$ cat src/rtl/serial_subtractor.sv
// Bit-serial unsigned subtractor: one full-subtractor cell, registered borrow,
// LSB first, one result bit per clock.
module serial_subtractor #(
  parameter int WIDTH = 8
) (
  input  logic             clk,
  input  logic             rst,
  input  logic             start,
  input  logic [WIDTH-1:0] a,
  input  logic [WIDTH-1:0] b,
  output logic             busy,
  output logic             done,
  output logic [WIDTH-1:0] diff,
  output logic             borrow_out
);

  localparam int CW = (WIDTH > 2) ? $clog2(WIDTH) : 1;
  localparam logic [CW-1:0] LAST = CW'(WIDTH - 1);

  typedef enum logic [1:0] {
    IDLE  = 2'd0,
    SHIFT = 2'd1,
    DONE  = 2'd2
  } state_e;

  state_e           state_q, state_d;
  logic [WIDTH-1:0] xsr_q, xsr_d;
  logic [WIDTH-1:0] ysr_q, ysr_d;
  logic [WIDTH-1:0] res_q, res_d;
  logic [WIDTH-1:0] diff_q, diff_d;
  logic             bor_q, bor_d;
  logic             bout_q, bout_d;
  logic [CW-1:0]    cnt_q, cnt_d;

  logic x, y, bin, d, br;

  // Full-subtractor cell
  assign x   = xsr_q[0];
  assign y   = ysr_q[0];
  assign bin = bor_q;
  assign d   = x ^ y ^ bin;
  assign br  = (~x & y) | (~x & bin) | (y & bin);

  always_comb begin
    state_d = state_q;
    xsr_d   = xsr_q;
    ysr_d   = ysr_q;
    res_d   = res_q;
    diff_d  = diff_q;
    bor_d   = bor_q;
    bout_d  = bout_q;
    cnt_d   = cnt_q;
    unique case (state_q)
      IDLE: begin
        if (start) begin
          xsr_d   = a;
          ysr_d   = b;
          bor_d   = 1'b0;
          cnt_d   = '0;
          state_d = SHIFT;
        end
      end
      SHIFT: begin
        xsr_d = xsr_q >> 1;
        ysr_d = ysr_q >> 1;
        res_d = {d, res_q[WIDTH-1:1]};
        bor_d = br;
        cnt_d = cnt_q + CW'(1);
        if (cnt_q == LAST) begin
          diff_d  = {d, res_q[WIDTH-1:1]};
          bout_d  = br;
          state_d = DONE;
        end
      end
      DONE:    state_d = IDLE;
      default: state_d = IDLE;
    endcase
  end

  always_ff @(posedge clk or posedge rst) begin
    if (rst) begin
      state_q <= IDLE;
      xsr_q   <= '0;
      ysr_q   <= '0;
      res_q   <= '0;
      diff_q  <= '0;
      bor_q   <= 1'b0;
      bout_q  <= 1'b0;
      cnt_q   <= '0;
    end else begin
      state_q <= state_d;
      xsr_q   <= xsr_d;
      ysr_q   <= ysr_d;
      res_q   <= res_d;
      diff_q  <= diff_d;
      bor_q   <= bor_d;
      bout_q  <= bout_d;
      cnt_q   <= cnt_d;
    end
  end

  assign busy       = (state_q == SHIFT);
  assign done       = (state_q == DONE);
  assign diff       = diff_q;
  assign borrow_out = bout_q;

endmodule
$ cat config.mk
export PLATFORM = sky130hd
export DESIGN_NAME = serial_subtractor
export DESIGN_NICKNAME = d
export VERILOG_FILES = /design/src/rtl/serial_subtractor.sv
export SDC_FILE = /design/constraint.sdc
export NUM_CORES = 1
export LEC_CHECK = 0
export CAP_MARGIN = 15
export CORE_AREA = 5 5 64 66
export CTS_BUF_LIST = sky130_fd_sc_hd__clkbuf_16
export CTS_CLUSTER_DIAMETER = 60
export DETAILED_ROUTE_END_ITERATION = 10
export DIE_AREA = 0 0 69 71
export PLACE_DENSITY = 0.82
export SYNTH_ARGS = -nofsm -noshare
export SYNTH_HDL_FRONTEND = slang
export SYNTH_SLANG_ARGS = --single-unit
$ cat constraint.sdc
create_clock -name clk -period 3.4 [get_ports clk]
set_input_delay 0.68 -clock clk [delete_from_list [all_inputs] [get_ports clk]]
set_output_delay 0.68 -clock clk [all_outputs]
set_load 0.02 [all_outputs]
* Word level (Yosys, flattened, before mapping) *
Index checks and enable logic that the tools add are counted.

operators by class
  $add $sub $neg = 1
  equality and inequality tests = 5
  multiplexer cells = 11
  bitwise logic cells = 8
  reduce and logical (&&, ||, !) cells = 5

operator list
  cell                   number
  $pmux W8 S2            2
  $mux W8                2
  $pmux W3 S2            1
  $reduce_and A2 Y1      3
  $mux W2                2
  $pmux W2 S2            1
  $add A3 B1 Y3 const B  1
  $and A1 B1 Y1          3
  $eq A3 B3 Y1 const B   1
  $mux W3                1
  $eq A2 B1 Y1 const B   1
  $eq A2 B2 Y1 const B   1
  $logic_not A2 Y1       1
  $ne A2 B1 Y1 const B   1
  $ne A2 B2 Y1 const B   1
  $or A1 B1 Y1           2
  $pmux W1 S2            1
  $reduce_bool A2 Y1     1
  $xor A1 B1 Y1          2
  $mux W1                1
  $not A1 Y1             1

word-level totals
  register bits after elaboration = 39

* Depth between registers and ports, before layout *
  depth after elaboration = 5
  mapped depth = 5
  mapped depth without buffers = 4

* Worst setup path after synthesis *
No wires, ideal clock.

  kind = register to output
  from = register state_q[1]
  to = output port done
  data arrival time = 1.049 ns
  required time = 2.720 ns
  slack = 1.671 ns
  cell stages (with the launch flop) = 4
  path buffers = 2
  path through = dfrtp_1 > buf_4 > buf_6 > nor2b_1

between the ends
  cells in the longest elaborated chain, start to end = 1

RTL lines
  item                    line  RTL
  start, declared         26    state_e state_q, state_d;
  start signal, assigned  91    state_q <= state_d;
  $eq A2 B2 Y1            103   assign done = (state_q == DONE);
  end, declared           12    output logic done,

Every way passes these cells.

* Worst setup path in the final report *
  from = register state_q[0]
  to = output port busy

between the ends
  cells in the longest elaborated chain, start to end = 1

RTL lines
  item           line  RTL
  $eq A2 B1 Y1   102   assign busy = (state_q == SHIFT);
  end, declared  11    output logic busy,

Every way passes these cells.

==> metrics <==
clock power share 24.9%; met2 wire len 1840 µm; RR Endpoint diff[0]; final period utilization 78.7%; Hold Path End cnt_q[1]; antenna viol nets, final 0; total CTS buffers 5; DR iter-0 viols 53; Worst VDD drop 446 µV; asr flop ratio synth 100%; RSZ-0062 raised after global routing no; Worst slew margin 53.3%; Slew Viols, Final 0; Tightest Pin Transition 698 ps; antenna diode count 0; CP Capture Type output port; grt total ovfl 0; switching pwr 753 µW; Tot GR Track Use 15.6%; data arrival time of the critical path 2000 ps; vias in the first global route 1326; Crit path required time 2720 ps; worst reg2reg setup slack 1530 ps; via count 1230; Post-synth EDFFs 0; Setup-failing EPs final 0; area grow syn2layout 25.5%; synth unique cells 28; Wirelength per Cell 16.1 µm; power per standard cell area 977 mW/mm²; clk_skew 2.29 ps; status completed; #FFs+latches synth 38; Mapped Cells 143; Tmin final 2680 ps; clock tree buffer depth 2; M1 wire length 1470 µm; first-pass GRT wire length 6110 µm; drt pass-1 iters 4; Syn Nets 165; Port Buffer Count 29; Int Power 1.58 mW; DP HPWL 2460 µm; TritonCTS clock tree done; Setup TNS 0 ps; chip height 71 µm; Ports 30; Critical Path Source Type flip-flop; worst hold start cnt_q[1]; Post-CTS Setup Bufs 0; Layout Nets 194; top-count cell post-synth dfrtp_1; Commonest cells post-synth dfrtp_1 (38), inv_1 (17), nor3b_1 (14); post-synth top area cell dfrtp_1; worst skew pair latency 270 ps; Leakage 1.06 nW; Avg Cell Area, Syn 13.3 µm²; Seq pwr share 34.6%; Die W 69 µm; max layer used met4; Post-CTS Resized 0; met3 wire length 179 µm; starting density of the core 54.1%; Finished Cell Area 0.00239 mm²; Post-Route Utilization 67.9%; die area 0.00490 mm²; via/cell ratio 5.57; Synth warnings 0; CORE AREA 0.00352 mm²; site row count 22; hold path cells 1; Setup Slack @ Placement 951 ps; Synth Flop Type dfrtp_1; antenna violations before repair 0; H-tree levels 2; Min-Delay Path Class reg -> reg; Hold Slack 506 ps; top-area cell type share of the netlist area 49.9%; CTS Hold Bufs 0; clock transition at the registers of the reported paths 50 ps; pin count of the biggest net entering global routing 39; max_cap viols 0; dpl cell area 0.00220 mm²; GP Congestion 0.769; combinational fraction of design power 40.5%; setup ws final 723 ps; DRC viols 0; Post-Syn Area 0.00191 mm²; DRT Wirelength 3560 µm; Seq/Total Area, Yosys 49.9%; top post-synthesis cells by area dfrtp_1 (50%), a211oi_2 (7.2%), mux2_4 (6.3%); worst r2r src state_q[1]; R2R cell count 3; sw frac 32.2%; layout cells sized above 1 24.3%; CP max FO 33; Worst Setup Path Type reg -> out; clk sink count 38; Fin. Hold Viols 0; fmax 374 MHz; root buffer cell clkbuf_16
## registers in the layout, summed over array words and instances, names as in the netlist
name / cells
diff: 8
xsr_q: 8
ysr_q: 8
res_q: 7
cnt_q: 3
state_q: 2
bin: 1
borrow_out: 1
## kinds of logic (layout without fill, tap and decap cells)
family | after synthesis | count (layout) | synth area share, %
flops | 38 | 38 | 49.9
compound gates | 21 | 21 | 12.5
simple gates | 35 | 35 | 15.6
buf+inv | 29 | 59 | 8.08
mux | 17 | 17 | 11.5
fa+ha+maj | 3 | 3 | 2.36
## worst max-delay path by stage
stage / start / to / slack [ps] / cells past startpoint
floorplan: state_q[1] / done / 1670 / 3
global placement: start / ysr_q[3] / 1040 / 4
detailed placement: start / xsr_q[7] / 950 / 4
CTS: state_q[0] / busy / 710 / 3
global route: state_q[0] / busy / 630 / 3
finish: state_q[0] / busy / 720 / 3
## placed cells by master, fill, tap and decap left out, types with 2 or more instances in the layout
master	n
a211oi_2	11
a221oi_2	3
a22o_1	5
buf_4	4
bufinv_16	2
clkbuf_16	5
clkdlybuf4s50_1	29
dfrtp_1	38
ha_1	2
inv_1	17
mux2_1	6
mux2_4	8
mux2i_1	2
nand2b_1	2
nor2b_1	4
nor3b_1	14
nor4b_1	8
nor4b_2	3
## routing by layer
layer | vias to the layer above | GRT usage (%)
li1 | 562 | -
met1 | 630 | 17.8
met3 | 9 | 5.54
met5 | - | 0
met4 | 0 | 5.42
met2 | 29 | 27.1
## power by group through the flow
stage / clock network, mW / registers [mW] / logic, mW
6_report: 0.583 / 0.808 / 0.946
5_1_grt: 0.621 / 0.834 / 1.03
4_1_cts: 0.593 / 0.810 / 0.964
3_5_place_dp: 0 / 0.813 / 0.956
3_3_place_gp: 0 / 0.794 / 0.916
2_1_floorplan: 0 / 0.848 / 0.656
## stage by stage
step,total power [mW],instances
2_1_floorplan,1.50,143
3_3_place_gp,1.71,213
3_5_place_dp,1.77,213
4_1_cts,2.37,221
5_1_grt,2.48,221
6_report,2.34,221
## critical path, cell delays in order, from the launching register on
cell and delay [ps]:
dfrtp_1 320, buf_4 310, nor2b_4 410, clkdlybuf4s50_1 680
## final cells by class
cell class                      count  area [µm²]
Clock buffer                        5         125
Inverter                           18        67.6
Fill cell                         257        1130
Tap cell                           48        60.1
Sequential cell                    38         951
Multi-Input combinational cell     76         805
Clock inverter                      3        63.8
Timing Repair Buffer               33         320
No activity file was read; power rests on OpenSTA's default activity.
